File: src/rtl/sdram_pkg.sv
// Shared types and default timing for the channel 1 page-mode scheduler.
// The refresh period is shared with the controller's own refresh setting.
package sdram_pkg;

    localparam int ROW_W = 13;
    localparam int COL_W = 8;
    localparam int TMR_W = 4;

    localparam int DEF_REFRESH_INTERVAL = 780;
    localparam int DEF_T_ACT   = 2;
    localparam int DEF_T_PCH   = 2;
    localparam int DEF_T_REF   = 8;
    localparam int DEF_T_WR    = 2;
    localparam int DEF_T_RD    = 4;
    localparam int DEF_RD_DATA = 6;

    typedef enum logic [2:0] {
        S_IDLE,
        S_PCH,
        S_ACT,
        S_ACCESS,
        S_REF,
        S_WAIT
    } state_t;

    typedef struct packed {
        logic             rnw;
        logic [ROW_W-1:0] row;
        logic [COL_W-1:0] col;
        logic [31:0]      din;
        logic [3:0]       be;
    } host_cmd_t;

endpackage

File: src/rtl/sdram_refresh_timer.sv
// Free-running refresh counter; raises ref_pend on each wrap until cleared.
import sdram_pkg::*;

module sdram_refresh_timer #(
    parameter int INTERVAL = DEF_REFRESH_INTERVAL
) (
    input  logic clk,
    input  logic reset,
    input  logic clear,
    output logic ref_pend
);

    localparam int CW = $clog2(INTERVAL);

    logic [CW-1:0] cnt;
    logic          wrap;

    assign wrap = (cnt == CW'(INTERVAL - 1));

    // A wrap coinciding with a clear keeps the new request pending.
    always_ff @(posedge clk or posedge reset) begin
        if (reset) begin
            cnt      <= '0;
            ref_pend <= 1'b0;
        end else begin
            cnt <= wrap ? '0 : cnt + 1'b1;
            if (wrap)
                ref_pend <= 1'b1;
            else if (clear)
                ref_pend <= 1'b0;
        end
    end

endmodule

File: src/rtl/sdram_ch1_sched.sv
// Page-mode scheduler: turns host word requests into timed act/req/pch/ref
// pulses for SDRAM channel 1, keeping one row of bank 0 open.
import sdram_pkg::*;

module sdram_ch1_sched #(
    parameter int REFRESH_INTERVAL = DEF_REFRESH_INTERVAL,
    parameter int T_ACT   = DEF_T_ACT,
    parameter int T_PCH   = DEF_T_PCH,
    parameter int T_REF   = DEF_T_REF,
    parameter int T_WR    = DEF_T_WR,
    parameter int T_RD    = DEF_T_RD,
    parameter int RD_DATA = DEF_RD_DATA
) (
    input  logic        clk,
    input  logic        reset,
    input  logic        host_req,
    input  logic        host_rnw,
    input  logic [20:0] host_addr,
    input  logic [31:0] host_din,
    input  logic [3:0]  host_be,
    output logic        host_ack,
    output logic [31:0] host_dout,
    output logic        host_valid,
    output logic [12:0] ch1_caddr,
    output logic [31:0] ch1_din,
    output logic [3:0]  ch1_be,
    output logic        ch1_rnw,
    output logic        ch1_req,
    output logic        ch1_act,
    output logic        ch1_pch,
    output logic        ch1_ref,
    input  logic [31:0] ch1_dout,
    output logic        busy
);

    localparam logic [TMR_W-1:0] TL_ACT = TMR_W'(T_ACT - 1);
    localparam logic [TMR_W-1:0] TL_PCH = TMR_W'(T_PCH - 1);
    localparam logic [TMR_W-1:0] TL_REF = TMR_W'(T_REF - 1);
    localparam logic [TMR_W-1:0] TL_WR  = TMR_W'(T_WR - 1);
    localparam logic [TMR_W-1:0] TL_RD  = TMR_W'(T_RD - 1);

    state_t             state;
    host_cmd_t          cmd;
    logic [TMR_W-1:0]   tmr;
    logic               row_open;
    logic [ROW_W-1:0]   open_row;
    logic               ref_seq;
    logic               ref_pend;
    logic               ref_clear;
    logic               row_hit;
    logic [RD_DATA-2:0] rd_pipe;

    assign busy      = (state != S_IDLE);
    assign ref_clear = (state == S_REF) && (tmr == '0);
    assign row_hit   = row_open && (open_row == host_addr[20:8]);

    sdram_refresh_timer #(
        .INTERVAL(REFRESH_INTERVAL)
    ) u_refresh (
        .clk     (clk),
        .reset   (reset),
        .clear   (ref_clear),
        .ref_pend(ref_pend)
    );

    always_ff @(posedge clk or posedge reset) begin
        if (reset) begin
            state     <= S_IDLE;
            cmd       <= '0;
            tmr       <= '0;
            row_open  <= 1'b0;
            open_row  <= '0;
            ref_seq   <= 1'b0;
            host_ack  <= 1'b0;
            ch1_caddr <= '0;
            ch1_din   <= '0;
            ch1_be    <= '0;
            ch1_rnw   <= 1'b0;
            ch1_req   <= 1'b0;
            ch1_act   <= 1'b0;
            ch1_pch   <= 1'b0;
            ch1_ref   <= 1'b0;
        end else begin
            host_ack <= 1'b0;
            ch1_req  <= 1'b0;
            ch1_act  <= 1'b0;
            ch1_pch  <= 1'b0;
            ch1_ref  <= 1'b0;
            if (tmr != '0) begin
                tmr <= tmr - 1'b1;
            end else begin
                unique case (state)
                    S_IDLE: begin
                        if (ref_pend) begin
                            ref_seq <= 1'b1;
                            state   <= row_open ? S_PCH : S_REF;
                        end else if (host_req) begin
                            host_ack <= 1'b1;
                            ref_seq  <= 1'b0;
                            cmd      <= '{rnw: host_rnw,
                                          row: host_addr[20:8],
                                          col: host_addr[7:0],
                                          din: host_din,
                                          be:  host_be};
                            if (row_hit)
                                state <= S_ACCESS;
                            else if (row_open)
                                state <= S_PCH;
                            else
                                state <= S_ACT;
                        end
                    end
                    S_PCH: begin
                        ch1_pch  <= 1'b1;
                        row_open <= 1'b0;
                        tmr      <= TL_PCH;
                        state    <= ref_seq ? S_REF : S_ACT;
                    end
                    S_ACT: begin
                        ch1_caddr <= cmd.row;
                        ch1_act   <= 1'b1;
                        row_open  <= 1'b1;
                        open_row  <= cmd.row;
                        tmr       <= TL_ACT;
                        state     <= S_ACCESS;
                    end
                    S_ACCESS: begin
                        ch1_caddr <= {{(ROW_W-COL_W){1'b0}}, cmd.col};
                        ch1_rnw   <= cmd.rnw;
                        ch1_din   <= cmd.din;
                        ch1_be    <= cmd.be;
                        ch1_req   <= 1'b1;
                        tmr       <= cmd.rnw ? TL_RD : TL_WR;
                        state     <= S_WAIT;
                    end
                    S_REF: begin
                        ch1_ref <= 1'b1;
                        tmr     <= TL_REF;
                        state   <= S_WAIT;
                    end
                    S_WAIT: state <= S_IDLE;
                    default: state <= S_IDLE;
                endcase
            end
        end
    end

    // Read data tracks the req pulse on its own, so it may overlap the next request.
    always_ff @(posedge clk or posedge reset) begin
        if (reset) begin
            rd_pipe    <= '0;
            host_valid <= 1'b0;
            host_dout  <= '0;
        end else begin
            rd_pipe    <= {rd_pipe[RD_DATA-3:0], ch1_req & ch1_rnw};
            host_valid <= rd_pipe[RD_DATA-2];
            if (rd_pipe[RD_DATA-2])
                host_dout <= ch1_dout;
        end
    end

endmodule

File: config.mk
export PLATFORM = sky130hd
export DESIGN_NAME = sdram_ch1_sched
export DESIGN_NICKNAME = d
export VERILOG_FILES = /design/src/rtl/sdram_pkg.sv /design/src/rtl/sdram_refresh_timer.sv /design/src/rtl/sdram_ch1_sched.sv
export SDC_FILE = /design/constraint.sdc
export NUM_CORES = 1
export LEC_CHECK = 0
export ABC_AREA = 1
export BUFFER_PORTS_ARGS = -buffer_cell sky130_fd_sc_hd__buf_2
export CORE_AREA = 10 10 148 150
export CTS_CLUSTER_SIZE = 20
export DETAILED_ROUTE_END_ITERATION = 16
export DIE_AREA = 0 0 158 160
export GPL_ROUTABILITY_DRIVEN = 0
export GPL_TIMING_DRIVEN = 0
export HOLD_SLACK_MARGIN = 0.08
export SETUP_SLACK_MARGIN = 0.3
export SYNTH_ARGS = -nofsm -noshare
export SYNTH_HDL_FRONTEND = slang
export SYNTH_SLANG_ARGS = --single-unit
File: constraint.sdc
create_clock -name clk -period 12.3 [get_ports clk]
set_input_delay 1.845 -clock clk [delete_from_list [all_inputs] [get_ports clk]]
set_output_delay 1.845 -clock clk [all_outputs]
set_load 0.1 [all_outputs]
== Yosys cells after proc, flatten, opt, wreduce, memory -nomap -nowiden ==
Index checks and enable logic that the tools add are counted.

* Flip-flop bits (word level): 184
* Input bits: 93

* Add/sub/neg operators: 2
* Equality and inequality tests: 7
* Multiplexer cells: 29
* Bitwise gates (word level): 3
* Reduce and logical (&&, ||, !) cells: 20

{| class="wikitable"
|+ Operators by type and width
! operator !! count
|-
| case mux 13 bit (2 select lines) || 1
|-
| two-way mux 1 bit || 16
|-
| equality test 13 bit || 1
|-
| two-way mux 3 bit || 4
|-
| case mux 3 bit (4 select lines) || 1
|-
| case mux 4 bit (3 select lines) || 1
|-
| adder 10 x 1 -> 10 bit, second input constant || 1
|-
| equality test 10 bit, second input constant || 1
|-
| two-way mux 10 bit || 1
|-
| AND reduction 2 bit || 5
|-
| nonzero test 2 bit || 4
|-
| nonzero test 4 bit || 2
|-
| equality test 3 x 2 -> 1 bit, second input constant || 2
|-
| two-way mux 2 bit || 3
|-
| logical NOT 4 bit || 1
|-
| two-way mux 4 bit || 1
|-
| AND reduction 4 bit || 1
|-
| OR reduction 2 bit || 2
|-
| subtractor 4 x 1 -> 4 bit, second input constant || 1
|-
| equality test 3 x 1 -> 1 bit, second input constant || 1
|-
| equality test 3 bit, second input constant || 1
|-
| logical NOT 3 bit || 1
|-
| != test 3 x 2 -> 1 bit, second input constant || 1
|-
| AND reduction 3 bit || 1
|-
| 5 further kinds || 7
|}

== Longest topological paths before layout ==
Gate-level depths: netlist of the first run.

* Word-level depth: 6
* Mapped depth: 12
* Gate-level depth less buffers: 12

== Cells and area by module ==
From an unflattened synthesis of the first run, not the netlist that was laid out.

* Cells, all modules: 756
* Area, all modules: 7596.0 sq um

{| class="wikitable"
|+ Modules (own cells, without submodules)
! module !! instances !! cells each !! area an instance (sq um) !! seq. area each (sq um)
|-
| sdram_ch1_sched || 1 || 690 || 7053.0 || 4329.2
|-
| sdram_refresh_timer || 1 || 66 || 543.0 || 275.3
|}

== Worst setup path after synthesis of the first run ==
OpenSTA, ideal clock, no wires.

* Path kind: reg2out
* Start point: reg state[0]
* End point: out busy
* Arrival: 1.213 ns
* Data required time: 10.455 ns
* Setup slack: 9.242 ns
* Stages on the path, launching flop included: 6
* Cell sequence: dfrtp_1 -> buf_6 -> inv_4 -> nand2_4 -> nor2_4 -> inv_1

* Word-level cells in the longest chain between the ends: 1

{| class="wikitable"
|+ Ends and longest elaborated chain
! element !! RTL line !! text
|-
| from (decl) || sdram_ch1_sched.sv:42 || <nowiki>state_t state;</nowiki>
|-
| from (signal assigned) || sdram_ch1_sched.sv:96 || <nowiki>state <= row_open ? S_PCH : S_REF;</nowiki>
|-
| from (signal assigned) || sdram_ch1_sched.sv:117 || <nowiki>state <= ref_seq ? S_REF : S_ACT;</nowiki>
|-
| nonzero test 3 bit || sdram_ch1_sched.sv:53 || <nowiki>assign busy = (state != S_IDLE);</nowiki>
|-
| to (decl) || sdram_ch1_sched.sv:33 || <nowiki>output logic busy</nowiki>
|}

No other way between the ends.

== Worst setup path after layout of the first run ==
Ends and elaborated chain as after synthesis.

==> results of run 1 <==
cells by family after synthesis:
kind of cell             share of synthesized area, %
AND/OR/NAND/NOR                                  13.0
flip-flops                                       61.7
AO/OA/AOI/OAI                                    12.2
buffers and inverters                            7.44
multiplexers                                     4.83
XOR/XNOR                                        0.469
adder cells (fa/ha/maj)                         0.335
cell type report:
class                           instances  area, µm²  share of cell area [%]
Sequential cell                       184       4600                    49.6
Multi-Input combinational cell        433       2310                    24.8
Timing Repair Buffer                  182        933                    10.1
Clock buffer                           20        447                    4.81
Inverter                               95        368                    3.96
Tap cell                              238        298                    3.21
Buffer                                 30        195                    2.10
Clock inverter                         11        125                    1.35
Antenna cell                            3       7.51                  0.0809
routing by layer:
layer  share of wire [%]  vias up  global-route usage [%]
li1                    -     2755                       -
met1                  44     2633                    18.9
met2                  48      129                    23.2
met3                 6.2       10                    3.89
met4                0.84        0                    4.51
met5                   0        -                       0
power by group:
group	internal, µW	switching, µW
clock network	304	230
registers	806	96.0
logic	223	879
worst min path at each step:
stage | startpoint | to | cells past startpoint
floorplan | rd_pipe[0]$_DFF_PP0_ | rd_pipe[1]$_DFF_PP0_ | 0
global placement | rd_pipe[3]$_DFF_PP0_ | rd_pipe[4]$_DFF_PP0_ | 0
detailed placement | rd_pipe[0]$_DFF_PP0_ | rd_pipe[1]$_DFF_PP0_ | 0
CTS | rd_pipe[0]$_DFF_PP0_ | rd_pipe[1]$_DFF_PP0_ | 0
global route | rd_pipe[3]$_DFF_PP0_ | rd_pipe[4]$_DFF_PP0_ | 0
finish | rd_pipe[0]$_DFF_PP0_ | rd_pipe[1]$_DFF_PP0_ | 0
state kept, by name, indices dropped and copies added (netlist names), 3 cells and up:
register       count
ch1_be             4
ch1_caddr         13
ch1_din           32
cmd               58
host_dout         32
open_row          13
rd_pipe            5
state              3
tmr                4
u_refresh.cnt     10
per-stage QoR:
stage                     hold WS [ns]  worst slack, ns  cells
after floorplan                  0.331             5.45    742
after global placement           0.336             3.17   1161
after detailed placement         0.337             9.31   1162
after CTS                        0.352             8.84   1193
after global routing             0.353             8.79   1196
final                            0.349             8.86   1196
cells in the final DEF, fill, tap and decap left out, types with 3 or more instances in the layout:
cell type	Yosys	layout
nand2_1	193	193
buf_2	11	192
dfrtp_1	184	184
o21ai_0	100	100
inv_1	90	89
mux2_2	32	32
o21ai_2	30	30
nor2_1	20	20
clkbuf_16	0	17
a21oi_1	15	15
clkbuf_1	10	12
nand3_1	7	7
o21ai_1	6	6
nor2_2	4	4
clkinv_2	1	4
buf_8	4	4
diode_2	0	3
inv_2	3	3
nor2_4	3	3
a31oi_1	3	3
nor4_1	3	3
nor3_1	3	3
clkinv_4	0	3
==> qor.csv, run 1 <==
metric,value,unit
Syn Area/Cell,10.1,µm²
Synthesized Nets,837,
Total Routing Usage GR,14.6,%
fmax,291,MHz
via/cell ratio,4.62,
fillcell total,1861,
row cnt,51,
sequential element share of the synthesized area,61.7,%
Synth top area share,61.7,%
# IOs,182,
critical path's top delay family,buffers and inverters,
final core occ,48.7,%
initial antenna violation count,3,
first-pass iteration count of the detailed router,5,
critical path depth in cells,6,
dpl cell area,8700,µm²
PD cells,273,nW/µm²
# clock sinks,184,
Final Cell Area,9280,µm²
YS warnings,0,
die height,160,µm
ys async rst share,100,%
"reg-to-reg slack, setup",10.30,ns
Final Hold Viols,0,
#FFs+latches synth,184,
reg2reg end,ch1_caddr[1]$_DFFE_PP0P_,
period utilization,28.0,%
crit path from,state[0]$_DFFE_PP0P_,
Routed WL,18.1,mm
worst setup path category,register to primary output,
Final setup viols,0,
routed len/inst,15.1,µm
Hold WC Path Type,register to register,
status,"complete, no violations",
"Top FF cell, synth",dfrtp_1,
critical path required time,10.45,ns
Bufs and invs on worst path,4,
number of synthesized flops with an enable pin,0,
most frequent cell after synthesis,nand2_1,
nets,1038,
Pins Over Slew Limit,0,
Worst path slowest cell,buf_2,
cells after synthesis,742,
drt drc,0,
mapped cell area,7470,µm²
Total Power,2540,µW
maximum clock insertion buffer count,2,
CP max FO,10,
PortBufs,181,
vias post-DR,5527,
CORE AREA,19100,µm²
root buf cell,clkbuf_16,
Syn-to-layout area delta,24.4,%
layout cell share with drive strength beyond 1,32.4,%
Initial DRC Count,299,
Post-synth top cells,"nand2_1, dfrtp_1, o21ai_0",
setup TNS,0,ns
largest net degree at the start of global routing,95,
crit path DAT,1.59,ns
Die Wd,158,µm
synth unique cells,34,
"top cells by area, synth","dfrtp_1, nand2_1, o21ai_0",
Slew headroom,55.1,%
worst clock skew,0.0125,ns
vias in the first global route,5709,
final worst path period need,3.44,ns
CTS tree,built,
CTS Hold Bufs,0,
Worst Setup EP,busy,
H-Tree Depth,4,
endpoint type of the worst setup path,primary output,
Slowest Stage Delay on Critical Path,0.43,ns
worst skew pair latency,0.42,ns
GRT Residual Overflow,0,
worst slew pin tran,0.673,ns
Die ar.,25300,µm²
first-pass GRT wire length,29.7,mm
Routed Antenna Nets,0,
DP Wirelength,13.1,mm
"Setup Fix Bufs, Post-CTS",0,
Pleak,0.00493,µW
worst-case reg-to-reg path depth,9,
post-synth top area cell,dfrtp_1,
crit-path cells,"buf_6, inv_4, nand2_4, nor2_4, inv_1, buf_2",
Clock Pin Slew Worst Setup and Hold Paths,0.07,ns
unrepaired setup endpoints after global routing,no,
critical path launch point type,register,
Peak VDD IR,0.000167,V
CTS resizes,0,
initial cell density of the core,39.1,%
CTS buffer count,17,
Max Cap Viol,0,
worst r2r src,tmr[0]$_DFFE_PP0P_,
No activity file was read; power rests on OpenSTA's default activity.
==> inputs of run 2 (changes only) <==
ABC_AREA = 0   (was 1)
CORE_AREA = 10 10 146 148   (was 10 10 148 150)
DIE_AREA = 0 0 156 158   (was 0 0 158 160)
clock period = 3.5 ns   (was 12.3 ns; I/O delays follow)
==> qor.csv, run 2 <==
metric,value,unit,change
PD cells,836,nW/µm²,+210%
Routed WL,16.6,mm,-8.4%
initial antenna violation count,1,,-2
sequential element share of the synthesized area,63.3,%,+1.6 points
Pins Over Slew Limit,0,,unchanged
worst slew pin tran,0.816,ns,+0.143 ns
worst skew pair latency,0.42,ns,about the same
"most common cell after layout, fill and taps aside",dfrtp_1,,
Largest regs,"cmd (58), ch1_din (32), host_dout (32)",,
cells after synthesis,482,,-35%
worst setup path category,register to register,,
synth unique cells,47,,+38%
GRT Residual Overflow,0,,unchanged
largest net degree at the start of global routing,45,,-53%
critical path launch point type,register,,
drt drc,0,,unchanged
DP Wirelength,12.4,mm,-5.3%
setup TNS,0,ns,unchanged
unrepaired setup endpoints after global routing,no,,
number of synthesized flops with an enable pin,0,,unchanged
endpoint type of the worst setup path,register,,
H-Tree Depth,4,,unchanged
post-synth top area cell,dfrtp_1,,
CTS tree,built,,
Synth top area share,63.3,%,+1.6 points
"reg-to-reg slack, setup",1.02,ns,-9.28 ns
Total Power,7630,µW,+200%
Peak VDD IR,0.000397,V,+140%
"most used cell, CP",buf_4,,
period utilization,70.7,%,
YS warnings,0,,unchanged
vias post-DR,4562,,-17%
CTS resizes,0,,unchanged
vias in the first global route,5052,,-12%
Syn-to-layout area delta,25.6,%,
routed len/inst,17.7,µm,+17%
most frequent cell after synthesis,dfrtp_1,,
die height,158,µm,-1.3%
critical path required time,3.81,ns,-6.64 ns
layout cell share with drive strength beyond 1,53.8,%,+21 points
# clock sinks,184,,unchanged
Routed Antenna Nets,0,,unchanged
Worst path slowest cell,dfrtp_1,,
first-pass iteration count of the detailed router,4,,-1
mapped cell area,7270,µm²,-2.6%
fmax,404,MHz,
"Top FF cell, synth",dfrtp_1,,
"top cells by area, synth","dfrtp_1, mux2_2, mux2_4",,
Post-synth top cells,"dfrtp_1, mux2_2, o21ai_0",,
root buf cell,clkbuf_16,,
CORE AREA,18500,µm²,-3.3%
crit path DAT,2.78,ns,+1.19 ns
crit-path cells,"inv_1, ha_1, or3b_1, buf_6, nor4_2, buf_4, buf_4, mux2_2",,
final worst path period need,2.48,ns,
nets,781,,-25%
ys async rst share,100,%,unchanged
Die ar.,24600,µm²,-2.5%
Hold WC Path Type,input port to asynchronous set/reset pin,,
Final Hold Viols,0,,unchanged
worst clock skew,0.00791,ns,-0.00458 ns
CTS Hold Bufs,0,,unchanged
Total Routing Usage GR,13.7,%,-0.90 points
CTS buffer count,17,,unchanged
# IOs,182,,unchanged
"Setup Fix Bufs, Post-CTS",0,,unchanged
most frequent cells in the layout,"dfrtp_1, buf_2, mux2_2",,
first-pass GRT wire length,26.8,mm,-9.7%
worst-case reg-to-reg path depth,8,,-1
Die Wd,156,µm,-1.3%
Initial DRC Count,184,,-38%
Syn Area/Cell,15.1,µm²,+50%
PortBufs,181,,unchanged
Synthesized Nets,577,,-31%
status,"complete, no violations",,
maximum clock insertion buffer count,2,,unchanged
initial cell density of the core,39.4,%,+0.28 points
WHS,0.253,ns,-0.0962 ns
Pleak,0.00468,µW,-5.0%
worst r2r src,tmr[0]$_DFFE_PP0P_,,
Max Cap Viol,0,,unchanged
max reg flops,58,,unchanged
via/cell ratio,4.88,,+5.7%
largest reg by FF count,cmd,,
Clock Pin Slew Worst Setup and Hold Paths,0.07,ns,about the same
Slowest Stage Delay on Critical Path,0.41,ns,-0.02 ns
Slew headroom,45.5,%,-9.7 points
row cnt,50,,-2.0%
#FFs+latches synth,184,,unchanged
CP max FO,10,,unchanged
reg2reg end,ch1_din[8]$_DFFE_PP0P_,,
Final setup viols,0,,unchanged
run 2: critical path, delay by kind of cell (launching register included):
kind | cells | cell delay, ns
adders and majority gates | 1 | 0.21
muxes | 1 | 0.35
and+or+nand+nor | 2 | 0.65
buffers and inverters | 4 | 0.74
DFF | 1 | 0.41
run 2: logic make-up after synthesis:
group | Yosys count | synth area share, %
muxes | 141 | 22.5
AOI/OAI and AO/OA | 44 | 3.82
and+or+nand+nor | 61 | 4.85
xor gates and xnor gates | 20 | 2.41
DFF | 184 | 63.3
adders and majority gates | 2 | 0.344
buffers and inverters | 30 | 2.79
run 2: layout make-up:
class / instances / area (µm²)
Clock inverter: 13 / 131
Antenna cell: 1 / 2.50
Inverter: 8 / 33.8
Fill cell: 1592 / 9320
Buffer: 22 / 173
Multi-Input combinational cell: 268 / 2470
Clock buffer: 19 / 443
Sequential cell: 184 / 4600
Tap cell: 234 / 293
Timing Repair Buffer: 185 / 986
run 2: worst max-delay path by stage:
| stage | start | to | slack (ns) | cells past startpoint |
|---|---|---|---|---|
| floorplan | reset | ch1_act$_DFF_PP0_ | 0.61 | 1 |
| global placement | reset | ch1_din[5]$_DFFE_PP0P_ | -0.39 | 2 |
| finish | tmr[0]$_DFFE_PP0P_ | ch1_din[8]$_DFFE_PP0P_ | 1.02 | 8 |
| detailed placement | tmr[0]$_DFFE_PP0P_ | ch1_din[8]$_DFFE_PP0P_ | 1.0 | 8 |
| CTS | tmr[0]$_DFFE_PP0P_ | ch1_din[8]$_DFFE_PP0P_ | 0.99 | 8 |
| global route | tmr[0]$_DFFE_PP0P_ | cmd[5]$_DFFE_PP0P_ | 0.89 | 10 |
run 2: layer usage:
layer,share of wire [%],routed length (µm),global-route usage [%]
met5,0,0,0
met4,1.4,234,4.90
met3,8.1,1350,5.10
met2,48,8010,22.5
met1,42,6960,16.1
run 2: where the power goes:
group / switching, µW / leakage, µW / total (µW) / internal (µW)
Combinational: 1940 / 0.00198 / 2740 / 799
Sequential: 326 / 0.00242 / 3030 / 2710
Clock: 842 / 0.000277 / 1860 / 1020
run 2: stage by stage:
stage	worst slack, ns	instances	util (%)	cell area, µm²
2_1_floorplan	0.610	482	-	7280
3_3_place_gp	-0.390	897	45.9	8480
3_5_place_dp	0.999	901	46.4	8560
4_1_cts	0.992	933	49.5	9130
5_1_grt	0.891	933	49.5	9130
6_report	1.02	934	49.5	9130
==> inputs of run 3 (changes only) <==
clock period = 2.05 ns   (was 3.5 ns; I/O delays follow)
==> qor.csv, run 3 (synthesis gave the netlist of run 2 again) <==
metric,value,unit,change
status,finished with violations,,
failing checks,negative setup slack,,
Antenna Cells,0,,-1
Routed WL,18.4,mm,+11%
"reg-to-reg slack, setup",-0.21,ns,-1.23 ns
CP max FO,8,,-2
most frequent cells in the layout,"dfrtp_1, buf_2, mux2_4",,
root buf cell,clkbuf_16,,
largest reg by FF count,cmd,,
max reg flops,58,,unchanged
Slowest Stage Delay on Critical Path,0.40,ns,about the same
DP Wirelength,12.9,mm,+4.1%
pre-CTS WS,-0.484,ns,-1.48 ns
CORE AREA,18500,µm²,unchanged
via/cell ratio,4.89,,+0.15%
unrepaired setup endpoints after global routing,yes,,
initial cell density of the core,39.4,%,unchanged
"most common cell after layout, fill and taps aside",dfrtp_1,,
Syn-to-layout area delta,42.0,%,
H-Tree Depth,4,,unchanged
worst slew pin tran,0.752,ns,-0.0641 ns
row cnt,50,,unchanged
Hold WC Path Type,input port to register,,
Pleak,0.00524,µW,+12%
vias post-DR,4789,,+5.0%
largest net degree at the start of global routing,38,,-16%
crit-path cells,"inv_2, ha_4, or3b_4, buf_8, nor2_4, nand2_2, nor2_4, buf_12, buf_12, clkbuf_16, mux2_4",,
PD cells,1370,nW/µm²,+64%
CTS buffer count,17,,unchanged
Final Worst Setup Slack,-0.207,ns,-1.23 ns
first-pass GRT wire length,29.7,mm,+11%
endpoint type of the worst setup path,register,,
maximum clock insertion buffer count,2,,unchanged
worst clock skew,0.0137,ns,+0.00579 ns
Routed Antenna Nets,0,,unchanged
# clock sinks,184,,unchanged
Clock Pin Slew Worst Setup and Hold Paths,0.07,ns,about the same
nets,827,,+5.9%
first-pass iteration count of the detailed router,4,,unchanged
PortBufs,181,,unchanged
die height,158,µm,unchanged
Initial DRC Count,141,,-23%
Largest regs,"cmd (58), ch1_din (32), host_dout (32)",,
Worst path slowest cell,dfrtp_1,,
fmax,443,MHz,+9.7%
GRT Residual Overflow,0,,unchanged
CTS tree,built,,
Pins Over Slew Limit,0,,unchanged
Final Hold Viols,0,,unchanged
critical path launch point type,register,,
Peak VDD IR,0.000888,V,+120%
period utilization,110,%,+39 points
critical path required time,2.36,ns,-1.45 ns
Final setup viols,121,,+121
initial antenna violation count,0,,-1
final worst path period need,2.26,ns,-0.218 ns
worst setup path category,register to register,,
Max Cap Viol,0,,unchanged
crit path DAT,2.57,ns,-0.21 ns
Total Power,14200,µW,+86%
Die ar.,24600,µm²,unchanged
Total Routing Usage GR,15.2,%,+1.5 points
routed len/inst,18.8,µm,+6.1%
drt drc,0,,unchanged
Slew headroom,49.8,%,+4.3 points
worst skew pair latency,0.43,ns,about the same
layout cell share with drive strength beyond 1,59.3,%,+5.5 points
# IOs,182,,unchanged
Die Wd,156,µm,unchanged
vias in the first global route,5416,,+7.2%
run 3: cell count changes in the layout (fill, tap and decap cells not counted), sizes merged, moves of 2 or more:
| cell | previous run | this run |
|---|---|---|
| buf | 202 | 244 |
| clkinv | 2 | 7 |
| clkbuf | 24 | 26 |
| clkinvlp | 4 | 2 |
run 3: report_power, final:
group          internal (µW)  total (µW)  switching (µW)
Sequential              4630        5310             683
Combinational           2220        5760            3540
Clock                   1610        3120            1510
Total                   8450       14200            5740
run 3: area by class of cell:
class / instances / area, µm²
Fill cell: 1510 / 8120
Sequential cell: 184 / 4600
Multi-Input combinational cell: 268 / 2940
Timing Repair Buffer: 231 / 1600
Clock buffer: 18 / 429
Buffer: 22 / 300
Tap cell: 234 / 293
Clock inverter: 14 / 135
Inverter: 8 / 33.8
run 3: path summary, 6_finish.rpt:
check / cells past startpoint / from / endpoint
hold reg to reg: 0 / rd_pipe[1]$_DFF_PP0_ / rd_pipe[2]$_DFF_PP0_
max in group asynchronous: 5 / reset / ref_seq$_DFFE_PP0P_
setup / recovery: 11 / tmr[0]$_DFFE_PP0P_ / cmd[7]$_DFFE_PP0P_
hold / removal: 2 / host_be[0] / cmd[0]$_DFFE_PP0P_
setup reg to reg: 11 / tmr[0]$_DFFE_PP0P_ / cmd[7]$_DFFE_PP0P_
min in group asynchronous: 3 / reset / host_dout[1]$_DFFE_PP0P_
run 3: routing by layer:
| metal | GRT usage (%) | vias up | routed length, µm |
|---|---|---|---|
| met1 | 19.4 | 2386 | 8460 |
| li1 | - | 2212 | - |
| met3 | 4.94 | 18 | 1330 |
| met5 | 0 | - | 0 |
| met4 | 4.59 | 0 | 247 |
| met2 | 24.1 | 173 | 8370 |
run 3: stage by stage:
stage	TNS, ns	util [%]	area (µm²)	cells	hold slack (ns)
floorplan	-122.04	-	7720	482	0.331
global placement	-325.81	48.3	8920	897	0.337
detailed placement	-29.68	48.9	9020	902	0.336
CTS	-12.47	55.1	10200	970	0.0856
global route	-28.64	56.0	10300	979	0.0824
finish	-17.71	56.0	10300	979	0.106
run 3: worst max-delay path: cells and delay by family, from the launching register on:
family,cells,cell delay [ns]
fa+ha+maj,1,0.14
buf+inv,5,0.64
flops,1,0.40
mux,1,0.29
simple gates,4,0.67
run 3: what timing repair did:
item | CTS | global route
cloned | 7 | 1
hold buffers | 1 | 0
setup buffers | 28 | 8
resized for setup | 46 | 17
setup endpoints to repair | 135 | 131
hold endpoints to repair | 28 | 0
pin swaps | 8 | 5
